==> config.mk <==
export PLATFORM = sky130hd
export DESIGN_NAME = tli4970_emulator
export DESIGN_NICKNAME = d
export VERILOG_FILES = /design/src/rtl/tli4970_pkg.sv /design/src/rtl/tli4970_emulator_sync_edge_detect.sv /design/src/rtl/tli4970_emulator.sv
export SDC_FILE = /design/constraint.sdc
export NUM_CORES = 1
export LEC_CHECK = 0
export BUFFER_PORTS_ARGS = -buffer_cell sky130_fd_sc_hd__buf_2
export CORE_AREA = 3 3 138 140
export CTS_CLUSTER_DIAMETER = 150
export DETAILED_ROUTE_END_ITERATION = 16
export DIE_AREA = 0 0 141 143
export PLACE_DENSITY_LB_ADDON = 0.1
export SLEW_MARGIN = 20
export SYNTH_ARGS = -nofsm -noshare
export SYNTH_HDL_FRONTEND = slang
export SYNTH_SLANG_ARGS = --single-unit
export TNS_END_PERCENT = 20
==> constraint.sdc <==
create_clock -name clock -period 6.1 [get_ports clock]
set_clock_uncertainty 0.2 [all_clocks]
set_input_delay 0.305 -clock clock [delete_from_list [all_inputs] [get_ports clock]]
set_output_delay 0.305 -clock clock [all_outputs]
set_load 0.02 [all_outputs]
==> src/rtl/tli4970_pkg.sv <==
// Shared definitions for the TLI4970 SPI sensor emulator.
// TLI4970_EMU_PARITY_EN selects odd parity in frame bit 14.
package tli4970_pkg;

    localparam int MSG_BIT    = 15;
    localparam int PARITY_BIT = 14;
    localparam int OCD_BIT    = 13;
    localparam int VALUE_MSB  = 12;
    localparam int FRAME_BITS = 16;

    localparam logic [7:0] ADDR_CURRENT = 8'd0;
    localparam logic [7:0] ADDR_CONTROL = 8'd1;
    localparam logic [7:0] ADDR_FRAMES  = 8'd2;
    localparam logic [7:0] ADDR_ERRORS  = 8'd3;

    localparam int CTL_SEND_STATUS = 0;
    localparam int CTL_OCD         = 1;
    localparam int CTL_ENABLE      = 2;
    localparam int CTL_FORCE_PERR  = 3;

    localparam logic [31:0] BAD_ADDR_DATA = 32'hdeadbeef;

`ifdef TLI4970_EMU_PARITY_EN
    localparam bit PARITY_EN = 1'b1;
`else
    localparam bit PARITY_EN = 1'b0;
`endif

    typedef enum logic [1:0] {IDLE, LOAD, SHIFT, DONE} state_t;

    // Assemble one sensor word; parity makes the total ones count odd.
    function automatic logic [15:0] build_frame(
        input logic        status,
        input logic        ocd,
        input logic        force_perr,
        input logic [12:0] cur,
        input logic [7:0]  aborted_lo
    );
        logic [15:0] w;
        w = '0;
        w[MSG_BIT] = status;
        w[OCD_BIT] = ocd;
        w[VALUE_MSB:0] = status ? {aborted_lo, 5'b0} : cur;
        w[PARITY_BIT] = PARITY_EN & (~(^w) ^ force_perr);
        return w;
    endfunction

    function automatic logic [15:0] sat_inc(input logic [15:0] v);
        return (v == 16'hFFFF) ? v : v + 16'd1;
    endfunction

endpackage

==> src/rtl/tli4970_emulator_sync_edge_detect.sv <==
// Input synchronizer followed by registered rise/fall pulses.
// Pulses appear SYNC_STAGES+1 clocks after the pin changes.
module sync_edge_detect #(
    parameter int SYNC_STAGES = 2
) (
    input  logic clock,
    input  logic reset_n,
    input  logic din,
    output logic rise,
    output logic fall
);

    logic [SYNC_STAGES-1:0] sync;
    logic                   prev;

    // Shift the pin through the synchronizer and compare with last value.
    always_ff @(posedge clock or negedge reset_n) begin
        if (!reset_n) begin
            sync <= '0;
            prev <= 1'b0;
            rise <= 1'b0;
            fall <= 1'b0;
        end else begin
            sync <= {sync[SYNC_STAGES-2:0], din};
            prev <= sync[SYNC_STAGES-1];
            rise <= sync[SYNC_STAGES-1] & ~prev;
            fall <= ~sync[SYNC_STAGES-1] & prev;
        end
    end

endmodule

==> src/rtl/tli4970_emulator.sv <==
// Avalon-programmable SPI responder emulating one TLI4970 sensor.
// Define TLI4970_EMU_PARITY_EN to enable odd parity and FORCE_PARITY_ERR.
module tli4970_emulator
    import tli4970_pkg::*;
#(
    parameter int CLOCK_SPEED_HZ = 50_000_000,
    parameter int SYNC_STAGES    = 2
) (
    input  logic        clock,
    input  logic        reset_n,
    input  logic [7:0]  address,
    input  logic        write,
    input  logic [31:0] writedata,
    input  logic        read,
    output logic [31:0] readdata,
    output logic        waitrequest,
    input  logic        ss_n_i,
    input  logic        sck_i,
    output logic        miso_o,
    output logic        miso_oe_o
);

    if (SYNC_STAGES < 2 || SYNC_STAGES > 3 || CLOCK_SPEED_HZ <= 0) begin : g_bad_param
        $error("tli4970_emulator: illegal parameter value");
    end

    logic        ss_rise, ss_fall;
    logic        sck_rise, sck_fall;
    logic [12:0] cur_q;
    logic        ctl_send, ctl_ocd, ctl_en, ctl_force;
    logic [31:0] frames;
    logic [15:0] aborted, overrun;
    state_t      state;
    logic [14:0] shreg;
    logic [4:0]  bit_cnt;
    logic        ovr_seen;
    logic        rd_done;
    logic [31:0] rd_mux;
    logic [15:0] load_word;
    logic        unused;

    assign unused = &{1'b0, writedata[31:13]};

    sync_edge_detect #(.SYNC_STAGES(SYNC_STAGES)) u_ss (
        .clock   (clock),
        .reset_n (reset_n),
        .din     (ss_n_i),
        .rise    (ss_rise),
        .fall    (ss_fall)
    );

    sync_edge_detect #(.SYNC_STAGES(SYNC_STAGES)) u_sck (
        .clock   (clock),
        .reset_n (reset_n),
        .din     (sck_i),
        .rise    (sck_rise),
        .fall    (sck_fall)
    );

    assign load_word = build_frame(ctl_send, ctl_ocd, ctl_force,
                                   cur_q, aborted[7:0]);

    // Register writes; one-shot bits clear at LOAD unless rewritten then.
    always_ff @(posedge clock or negedge reset_n) begin
        if (!reset_n) begin
            cur_q     <= '0;
            ctl_send  <= 1'b0;
            ctl_ocd   <= 1'b0;
            ctl_en    <= 1'b0;
            ctl_force <= 1'b0;
        end else begin
            if (state == LOAD) begin
                ctl_send  <= 1'b0;
                ctl_force <= 1'b0;
            end
            if (write) begin
                unique case (address)
                    ADDR_CURRENT: cur_q <= writedata[12:0];
                    ADDR_CONTROL: begin
                        ctl_send  <= writedata[CTL_SEND_STATUS];
                        ctl_ocd   <= writedata[CTL_OCD];
                        ctl_en    <= writedata[CTL_ENABLE];
                        ctl_force <= PARITY_EN & writedata[CTL_FORCE_PERR];
                    end
                    default: ;
                endcase
            end
        end
    end

    // Read data selection.
    always_comb begin
        rd_mux = BAD_ADDR_DATA;
        unique case (address)
            ADDR_CURRENT: rd_mux = {19'd0, cur_q};
            ADDR_CONTROL: rd_mux = {28'd0, ctl_force, ctl_en, ctl_ocd, ctl_send};
            ADDR_FRAMES:  rd_mux = frames;
            ADDR_ERRORS:  rd_mux = {overrun, aborted};
            default:      rd_mux = BAD_ADDR_DATA;
        endcase
    end

    // Two-cycle read: capture in the first cycle, release wait in the second.
    always_ff @(posedge clock or negedge reset_n) begin
        if (!reset_n) begin
            rd_done  <= 1'b0;
            readdata <= '0;
        end else begin
            rd_done <= read & ~rd_done;
            if (read & ~rd_done) begin
                readdata <= rd_mux;
            end
        end
    end

    assign waitrequest = ~write & ~(read & rd_done);

    // Frame sequencer with registered MISO, output enable and counters.
    always_ff @(posedge clock or negedge reset_n) begin
        if (!reset_n) begin
            state     <= IDLE;
            shreg     <= '0;
            bit_cnt   <= '0;
            ovr_seen  <= 1'b0;
            miso_o    <= 1'b0;
            miso_oe_o <= 1'b0;
            frames    <= '0;
            aborted   <= '0;
            overrun   <= '0;
        end else begin
            unique case (state)
                IDLE: begin
                    miso_o    <= 1'b0;
                    miso_oe_o <= 1'b0;
                    if (ss_fall) begin
                        state <= LOAD;
                    end
                end
                LOAD: begin
                    shreg    <= load_word[14:0];
                    bit_cnt  <= '0;
                    ovr_seen <= 1'b0;
                    if (ss_rise) begin
                        aborted   <= sat_inc(aborted);
                        miso_o    <= 1'b0;
                        miso_oe_o <= 1'b0;
                        state     <= IDLE;
                    end else begin
                        miso_o    <= load_word[MSG_BIT];
                        miso_oe_o <= ctl_en;
                        state     <= SHIFT;
                    end
                end
                SHIFT: begin
                    if (ss_rise) begin
                        aborted   <= sat_inc(aborted);
                        miso_o    <= 1'b0;
                        miso_oe_o <= 1'b0;
                        state     <= IDLE;
                    end else if (sck_rise) begin
                        bit_cnt <= bit_cnt + 5'd1;
                        if (bit_cnt == 5'(FRAME_BITS - 1)) begin
                            miso_o <= 1'b0;
                            state  <= DONE;
                        end
                    end else if (sck_fall) begin
                        shreg  <= {shreg[13:0], 1'b0};
                        miso_o <= shreg[14];
                    end
                end
                DONE: begin
                    miso_o <= 1'b0;
                    if (ss_rise) begin
                        frames    <= frames + 32'd1;
                        miso_oe_o <= 1'b0;
                        state     <= IDLE;
                    end else if (sck_rise && !ovr_seen) begin
                        overrun  <= sat_inc(overrun);
                        ovr_seen <= 1'b1;
                    end
                end
                default: state <= IDLE;
            endcase
        end
    end

endmodule

==> metrics, run 1 <==
crit path kind=flip-flop to flip-flop; Crit path largest cell delay=about 0.7 ns; nets@finish=around 800; Antenna Cells=0; CTS Buffer Depth=2; Hold Path Stages=0; WHS Endpoint=u_sck.sync[1]$_DFF_PN0_; Total Neg Setup Slack=0 ns; Final Slew Violations=0; Net Count, Synth=between 700 and 800; Routed Antenna Nets=0; vias in the first global route=5,253; post-synth cell types=between 50 and 60; CP cell instances=ha_1 -> nand4_2 -> nor4_2 -> nand4_1 -> xnor2_1; final hold violations=0; RSZ-0062 raised after global routing=no; clk_lat worst skew=about 0.42 ns; Critical Path RT=about 6.2 ns; MaxCap Viol Count=0; layout cells sized above 1=19.21%; chip width=around 140 um; Sink Count=~150; f_max=just over 400 MHz; CTS root buf=clkbuf_16; Via Count=~5,200; CTS tree=done; dpl hpwl=about 12,000 um; Die ar.=approximately 20,000 um^2; I/O pin count=81; Final Power=roughly 2.7 mW; ys async rst share=between 90% and 100%; reg2reg setup slack=between 3 and 4 ns; peak supply drop=roughly 0.19 mV; Worst R2R Start=state[1]$_DFFE_PN0P_; final count of negative-setup-slack endpoints=0; GRT Resource Usage Total=between 15 and 20%; #FFs+latches synth=approximately 150; Placement Rows=a little under 50; Power Density=~320 nW/um^2; most frequent cells in the layout=dfrtp_1, nand2_1, buf_2, nor2_1, o21ai_0; slew margin rel.=roughly 38%; Post-synth EDFFs=0; worst r2r path cells=5; DRT Pass-1 Iters=5; WL/cell=16.96 um; TritonCTS Buffers=17; initial DRC count=roughly 300; r2r endpoint=frames[31]$_DFFE_PN0N_; run status=finished clean; mapped cell area=around 7000 um^2; Pleak=between 3 and 4 nW; CTS HTree Levels=4; Hold Crit Class=flip-flop to flip-flop; leading cell type in the layout, fill and taps excluded=dfrtp_1; CP max FO=10; GPL Wtd Cong=~0.9; total congestion overflow=0; initial core utilization=between 30% and 40%; Tcrit/Tclk final=40.68%; Crit-path slowest cell=nor4_2; initial antenna violation count=0; Syn Inst Count=674; die height=~140 um; core area=about 18,000 um^2; Slew @ Worst Pin=roughly 0.93 ns; Clock transition at path regs=about 0.06 ns; hold path start=u_sck.sync[0]$_DFF_PN0_; Worst EP arrival=2.58 ns; Total Routed Length=16,690 um; first-pass GRT wire length=roughly 28,000 um; prevailing post-synth register cell=dfrtp_1; CP Capture Type=flip-flop; startpoint types=flip-flop; min Tclk post-route=2.482 ns; largest net degree at the start of global routing=approximately 100; Via density=between 5 and 6; DR DRC count=0; Area Overhead vs Synth=18.08%; Ys Warns=0; Port-buffer cells=between 60 and 70; Mean Syn Cell Area=roughly 11 um^2; sequential element share of the synthesized area=52.22%
-- per-layer routing --
layer	vias up	share of wire (%)	track usage, %
li1	2534	-	-
met1	2576	47	24.38
met2	103	46	26.76
met3	17	5.2	3.282
met4	0	1.6	6.425
met5	-	0	0
-- repair_timing --
| item | CTS | global route |
|---|---|---|
| hold buffers | 16 | 0 |
| setup buffers | 0 | 0 |
| resized for setup | 0 | 0 |
| hold endpoints to repair | 118 | 0 |
-- cells by family after synthesis --
| family | synth area share, % |
|---|---|
| compound gates | 8.744 |
| xor+xnor | 6.746 |
| fa+ha+maj | 1.577 |
| buf+inv | 2.646 |
| flops | 52.22 |
| mux | 10.27 |
| simple gates | 17.80 |
-- power by group --
group	switching (mW)	total [mW]	internal (mW)
combinational	0.277	0.422	0.144
sequential	0.0784	1.15	1.07
clock	0.398	1.11	0.713
-- how the worst max path moves through the flow --
stage	startpoint	endpoint	slack, ns	cells after the start
CTS	state[1]$_DFFE_PN0P_	frames[31]$_DFFE_PN0N_	3.60	5
finish	state[1]$_DFFE_PN0P_	frames[31]$_DFFE_PN0N_	3.62	5
global route	state[1]$_DFFE_PN0P_	frames[29]$_DFFE_PN0N_	3.43	5
detailed placement	state[1]$_DFFE_PN0P_	frames[31]$_DFFE_PN0N_	3.61	5
floorplan	state[0]$_DFFE_PN0P_	aborted[11]$_DFFE_PN0P_	4.08	6
global placement	state[0]$_DFFE_PN0P_	frames[31]$_DFFE_PN0N_	3.64	5
-- final cells by class --
type	count	area [um^2]
fill	1701	9532
multi-input combinational	478	3223
inverter	14	52.55
timing repair buffer	83	516.7
clock buffer	22	474.2
tap	229	286.5
sequential	149	3729
clock inverter	9	150.1
-- synthesized netlist by cell type (2+ instances only) --
cell type | count | share of area, %
dfrtp_1 | 149 | 52
nand2_1 | 64 | 3.4
nor2_1 | 56 | 2.9
o21ai_0 | 42 | 2.9
a21oi_1 | 37 | 2.6
mux2_2 | 33 | 5.2
xnor2_1 | 28 | 3.4
xor2_1 | 27 | 3.3
mux2i_1 | 26 | 3.6
nand3_1 | 26 | 1.8
clkbuf_1 | 23 | 1.2
nor3_1 | 21 | 1.5
nand4_1 | 19 | 1.7
inv_1 | 14 | 0.74
a31oi_1 | 10 | 0.88
and3_1 | 10 | 0.88
ha_1 | 9 | 1.6
and4_1 | 8 | 0.98
nor2b_1 | 7 | 0.61
buf_2 | 6 | 0.42
nor4_1 | 5 | 0.44
and2_1 | 4 | 0.35
mux4_2 | 4 | 1.3
nor3b_1 | 4 | 0.42
nand4_2 | 3 | 0.53
o31ai_1 | 3 | 0.32
or3_1 | 3 | 0.26
a22o_1 | 2 | 0.25
a22oi_1 | 2 | 0.21
buf_1 | 2 | 0.11
nand2b_1 | 2 | 0.18
nor4_2 | 2 | 0.35
o2111ai_1 | 2 | 0.25
o211ai_1 | 2 | 0.21
-- stage by stage --
stage | cell area [um^2] | utilization, % | setup slack, ns | hold slack (ns) | cells
after floorplan | 7141 | - | 4.079 | -0.1906 | 674
after global placement | 7647 | 42.57 | 3.641 | 0.1342 | 937
after detailed placement | 7647 | 42.57 | 3.608 | 0.1347 | 937
after CTS | 8432 | 46.94 | 3.600 | 0.1483 | 984
after global routing | 8432 | 46.94 | 3.434 | 0.1583 | 984
final | 8432 | 46.94 | 3.618 | 0.1471 | 984
-- worst max-delay path: cells and delay by family, from the launching register on --
kind,cells,cell delay [ns]
AND/OR/NAND/NOR,3,1.17
flip-flops,1,0.38
adder cells (fa/ha/maj),1,0.44
XOR/XNOR,1,0.17
-- sequential cells by signal (all words and copies together) (netlist names), 2 cells and up --
| register | cells |
|---|---|
| readdata | 32 |
| overrun | 16 |
| bit_cnt | 5 |
| state | 2 |
| u_sck.sync | 2 |
| shreg | 15 |
| cur_q | 13 |
| u_ss.sync | 2 |
| aborted | 16 |
| frames | 32 |
(Power assumes the default switching activity.)
==> run 2, diff against run 1 <==
--- a/config.mk
+++ b/config.mk
@@ -5,11 +5,12 @@
 export SDC_FILE = /design/constraint.sdc
 export NUM_CORES = 1
 export LEC_CHECK = 0
+export ABC_AREA = 1
 export BUFFER_PORTS_ARGS = -buffer_cell sky130_fd_sc_hd__buf_2
-export CORE_AREA = 3 3 138 140
+export CORE_AREA = 3 3 144 146
 export CTS_CLUSTER_DIAMETER = 150
 export DETAILED_ROUTE_END_ITERATION = 16
-export DIE_AREA = 0 0 141 143
+export DIE_AREA = 0 0 147 149
 export PLACE_DENSITY_LB_ADDON = 0.1
 export SLEW_MARGIN = 20
 export SYNTH_ARGS = -nofsm -noshare
==> constraint.sdc (replaced) <==
create_clock -name clock -period 2.6 [get_ports clock]
set_clock_uncertainty 0.2 [all_clocks]
set_input_delay 0.13 -clock clock [delete_from_list [all_inputs] [get_ports clock]]
set_output_delay 0.13 -clock clock [all_outputs]
set_load 0.02 [all_outputs]
==> run 2 against run 1 <==
Compared with the run above:
- the run now ends with negative hold slack left
- synthesized area grew 9.5%
- via count increased by 28%
- synthesized cell count grew 49%
- design area rose by 12%
- combinational power rose to 3.1 times the previous value
- largest cell class unchanged
- highest routed layer unchanged
==> metrics, run 2 <==
Die ar.=approximately 22,000 um^2; CTS tree=done; crit path kind=input port to flip-flop; CTS Buffer Depth=2; clk_lat worst skew=around 0.43 ns; min Tclk post-route=2.327 ns; largest net degree at the start of global routing=56; Total Routed Length=around 21,000 um; Min Hold Slack=-0.01001 ns; CTS root buf=clkbuf_16; GRT Resource Usage Total=roughly a fifth; Hold Crit Class=input port to asynchronous set/reset pin; WL/cell=~15 um; Placement Rows=51; run status=finished, violations left; Post-synth EDFFs=0; CTS HTree Levels=4; Port-buffer cells=slightly above 60; Power Density=roughly 700 nW/um^2; most frequent cells in the layout=nand2_1, dfrtp_1, nor2_1, nand3_1, inv_1; Antenna Cells=0; initial core utilization=between 40 and 50%; clock power share=between 30% and 40%; initial DRC count=approximately 400; Ys Warns=0; Net Count, Synth=1,056; area of the multi-input gates=3578 um^2; startpoint types=input port; DR DRC count=0; Comb pwr share=between 10% and 20%; sequential element share of the synthesized area=between 40% and 50%; slew margin rel.=approximately 53%; most frequent cell after synthesis=nand2_1; first-pass GRT wire length=around 34,000 um; final count of negative-setup-slack endpoints=0; Synth area leaders=dfrtp_1, nand2_1, nand3_1, nor2_1, inv_1; Final Slew Violations=0; fin util=48.30%; Worst EP arrival=between 2 and 2.5 ns; nets@finish=1,154; f_max=between 400 and 500 MHz; Reg power frac=approximately 41%; register area=about 3700 um^2; Clock transition at path regs=about 0.060 ns; mapped cell area=between 7000 and 8000 um^2; switching power=around 2.1 mW; crit path launch=address[5]; #FFs+latches synth=approximately 150; Tcrit/Tclk final=89.49%; ys async rst share=between 90% and 100%; DRT Pass-1 Iters=7; violated checks=negative hold slack; biggest regs=frames (32), readdata (32); Syn Inst Count=about 1,000; prevailing post-synth register cell=dfrtp_1; I/O pin count=81; MaxCap Viol Count=0; most instantiated cells after synthesis=nand2_1, dfrtp_1, nor2_1; leading cell type in the layout, fill and taps excluded=nand2_1; Int Pwr=4.620 mW; dpl hpwl=15,160 um; Mean Syn Cell Area=approximately 8 um^2; Via Count=between 6,000 and 7,000; Via density=just under 5; initial antenna violation count=0; TritonCTS Buffers=17; RSZ-0062 raised after global routing=no; CP max FO=7; post-synth cell types=37; final hold violations=5; GPL Wtd Cong=0.8822; CP Capture Type=flip-flop; chip width=147 um; Area Overhead vs Synth=20.59%; core area=between 15,000 and 20,000 um^2; die height=149 um; vias in the first global route=around 6,300; fillers=between 1,500 and 2,000; Pleak=4.180 nW; Net Sw Frac=31.39%; Worst R2R Start=state[1]$_DFFE_PN0P_; Critical Path RT=2.76 ns; total congestion overflow=0; top cell type's share of synthesized area=around 48%; peak supply drop=between 0.4 and 0.5 mV; Yosys top cell by area=dfrtp_1; Total Neg Setup Slack=0 ns; layout cells sized above 1=between 10% and 20%; Slew @ Worst Pin=~0.7 ns; Routed Antenna Nets=0; post-CTS sizing=0; Sink Count=around 150
==> run 2: changes by cell type in the layout (fill, tap and decap cells not counted), sizes merged, moves of 24 or more <==
cell | previous run | this run
nand2 | 64 | 305
nand3 | 26 | 105
nor2 | 56 | 124
mux2i | 26 | 2
inv | 14 | 97
mux2 | 34 | 0
==> run 2: worst paths after layout <==
path,to,slack [ns],depth (start not counted)
setup / recovery,ctl_en$_DFFE_PN0P_,0.27,8
hold / removal,u_sck.sync[1]$_DFF_PN0_,-0.01,2
setup reg to reg,overrun[13]$_DFFE_PN0P_,0.46,6
hold reg to reg,u_ss.sync[1]$_DFF_PN0_,0.15,0
max in group asynchronous,frames[26]$_DFFE_PN0N_,1.55,3
min in group clock,cur_q[1]$_DFFE_PN0P_,0.02,6
==> run 2: timing repair <==
action,4_1_cts,5_1_grt
endpoints found under the setup margin,0,0
hold buffers,35,0
endpoints found under the hold margin,176,0
buffers inserted,0,0
==> run 2: area by class of cell <==
| type | instances | share of cell area [%] |
|---|---|---|
| flip-flops and latches | 149 | 39.53 |
| multi-input cells | 727 | 37.94 |
| repair buffers | 109 | 8.583 |
| clock buffers | 17 | 4.510 |
| inverters | 95 | 3.781 |
| well taps | 265 | 3.516 |
| clock inverters | 14 | 2.136 |
==> run 2: cells by family after synthesis <==
logic type               count (synthesis)  share of synthesized area, %
AO/OA/AOI/OAI                           88                         6.431
buffers and inverters                  125                         6.623
XOR/XNOR                                43                         4.815
AND/OR/NAND/NOR                        585                         32.76
flip-flops                             149                         47.67
adder cells (fa/ha/maj)                  9                         1.440
multiplexers                             2                        0.2560
==> run 2: critical path: stages <==
cell and delay (ns):
buf_2 0.09, nor2_1 0.12, nand2_2 0.16, nor3b_1 0.64, nand2_1 0.09, dlygate4sd3_1 0.59, o21ai_0 0.08, dlygate4sd3_1 0.58
==> run 2: per-layer routing <==
layer,wire (um),global-route usage [%],up-vias
met3,834,3.282,21
met5,0,0,-
met2,9010,29.11,129
li1,-,-,3398
met1,10710,30.35,3144
met4,278,5.592,0
==> run 2: power by group through the flow <==
stage / Sequential [mW] / Combinational, mW / Clock [mW]
floorplan: 2.75 / 0.982 / 0
global placement: 2.80 / 1.27 / 0
detailed placement: 2.80 / 1.29 / 0
CTS: 2.76 / 1.32 / 2.73
global route: 2.79 / 1.49 / 2.83
finish: 2.76 / 1.31 / 2.67
==> run 2: per-stage QoR <==
step                total power [mW]  instances  hold slack, ns  cell area, um^2  worst slack (ns)
floorplan                      3.732       1001         -0.3656             7821            0.8767
global placement               4.063       1310        -0.09828             8454            0.4844
detailed placement             4.086       1310         -0.1023             8454            0.4680
CTS                            6.814       1376        0.002900             9432            0.3442
global route                   7.119       1376         0.03287             9432           0.06143
finish                         6.734       1376        -0.01001             9432            0.2732
==> run 3, diff against run 2 <==
--- a/config.mk
+++ b/config.mk
@@ -6,11 +6,11 @@
 export NUM_CORES = 1
 export LEC_CHECK = 0
 export ABC_AREA = 1
-export BUFFER_PORTS_ARGS = -buffer_cell sky130_fd_sc_hd__buf_2
 export CORE_AREA = 3 3 144 146
 export CTS_CLUSTER_DIAMETER = 150
 export DETAILED_ROUTE_END_ITERATION = 16
 export DIE_AREA = 0 0 147 149
+export DONT_BUFFER_PORTS = 1
 export PLACE_DENSITY_LB_ADDON = 0.1
 export SLEW_MARGIN = 20
 export SYNTH_ARGS = -nofsm -noshare
==> run 3 against run 2 <==
Compared with the run above:
- the flow still finishes with violations (negative hold slack)
- global-route usage increased by 0.20 points
- sequential power about the same
- critical path depth increased by 1
- via count decreased by 1.2%
- sequential cell count unchanged
- first-iteration DRC count decreased by 2.2%
- critical endpoint is now cur_q[10]$_DFFE_PN0P_
- largest power group unchanged
==> metrics, run 3 (synthesis results as in run 2) <==
run status=finished, violations left; violated checks=negative hold slack; Area Overhead vs Synth=17.05%; Final Slew Violations=0; slew margin rel.=between 50% and 60%; Hold Crit Class=input port to asynchronous set/reset pin; GRT Resource Usage Total=about 20%; Total Neg Setup Slack=0 ns; biggest regs=frames (32), readdata (32); Critical Path RT=2.77 ns; Post-CTS Hold Fix Bufs=43; f_max=406.6 MHz; CTS root buf=clkbuf_16; initial antenna violation count=0; Via density=approximately 5; min Tclk post-route=approximately 2.5 ns; I/O pin count=81; final hold violations=149; Final Power=6.574 mW; RSZ-0062 raised after global routing=no; fin cells=about 1,300; CP Capture Type=flip-flop; Routed Antenna Nets=0; post-CTS sizing=0; TritonCTS Buffers=17; DRT Pass-1 Iters=5; Antenna Cells=0; total congestion overflow=0; largest net degree at the start of global routing=150; Placement Rows=between 50 and 60; Via Count=6,612; Total Routed Length=around 21,000 um; Min Hold Slack=-0.8021 ns; DR DRC count=0; initial DRC count=roughly 400; Power Density=between 700 and 800 nW/um^2; core area=a little under 20,000 um^2; chip width=147 um; fin worst setup slack=0.1404 ns; MaxCap Viol Count=0; Die ar.=21,900 um^2; vias in the first global route=roughly 6,400; leading cell type in the layout, fill and taps excluded=nand2_1; crit path kind=input port to flip-flop; final count of negative-setup-slack endpoints=0; CP max FO=10; Clock transition at path regs=about 0.070 ns; Slew @ Worst Pin=0.6674 ns; peak supply drop=0.5549 mV; dpl hpwl=about 15,000 um; Worst EP arrival=2.63 ns; clk_lat worst skew=between 0.4 and 0.5 ns; Sink Count=around 150; die height=about 150 um; Placement Setup Slack=a little under 0.5 ns; WL/cell=between 15 and 20 um; first-pass GRT wire length=around 35,000 um; startpoint types=input port; Pleak=between 4 and 5 nW; nets@finish=about 1,100; CTS HTree Levels=4; DP Cell Count=around 1,200; Port-buffer cells=0; most frequent cells in the layout=nand2_1, dfrtp_1, nor2_1, nand3_1, inv_1; GPL Wtd Cong=~0.84; Tcrit/Tclk final=94.60%; CTS Buffer Depth=2; layout cells sized above 1=a little under 9%; initial core utilization=40.06%; CTS tree=done
## run 3: power breakdown
group / leakage [nW] / total [mW] / switching, mW / internal, mW
Clock: 0.291 / 2.58 / 1.03 / 1.55
Sequential: 1.89 / 2.79 / 0.224 / 2.56
Combinational: 1.83 / 1.20 / 0.787 / 0.416
## run 3: area by class of cell
type	count	area (um^2)
clock inverter	13	173.9
multi-input combinational	727	3578
inverter	95	356.6
timing repair buffer	58	543.0
clock buffer	19	442.9
sequential	149	3729
fill	1989	10370
tap	265	331.6
## run 3: path summary, 6_finish.rpt
| check | start | end | slack (ns) | cells after the start |
|---|---|---|---|---|
| min | reset_n | u_sck.sync[1]$_DFF_PN0_ | -0.80 | 0 |
| max reg2reg | ctl_send$_DFF_PN0_ | readdata[0]$_DFFE_PN0P_ | 0.19 | 6 |
| max in group asynchronous | reset_n | frames[16]$_DFFE_PN0N_ | 2.71 | 0 |
| max | address[2] | cur_q[10]$_DFFE_PN0P_ | 0.14 | 9 |
| min reg2reg | u_sck.sync[0]$_DFF_PN0_ | u_sck.sync[1]$_DFF_PN0_ | 0.15 | 0 |
| min in group clock | address[3] | readdata[5]$_DFFE_PN0P_ | 0.02 | 7 |
## run 3: metal layers
| metal | vias up | routed length, um | global-route usage (%) |
|---|---|---|---|
| met5 | - | 0 | 0 |
| met4 | 0 | 244 | 4.660 |
| met3 | 19 | 953 | 3.191 |
| met2 | 151 | 9180 | 29.91 |
| met1 | 3143 | 10440 | 30.70 |
| li1 | 3299 | - | - |
## run 3: metrics by stage
step                util (%)  instance area, um^2
floorplan                  -                 7821
global placement       41.41                 8085
detailed placement     41.41                 8085
CTS                    46.77                 9133
global route           46.89                 9155
finish                 46.89                 9155
## run 3: critical path: stages
cell	delay, ns
dlygate4sd3_1	0.54
nor2_1	0.13
nand3_1	0.13
nor2_4	0.23
buf_4	0.21
nand3_1	0.08
dlygate4sd3_1	0.57
nand2_1	0.07
dlygate4sd3_1	0.54
## run 3: repair_timing
action,CTS,global route
endpoints found under the hold margin,180,149
setup buffers,0,3
endpoints found under the setup margin,0,4
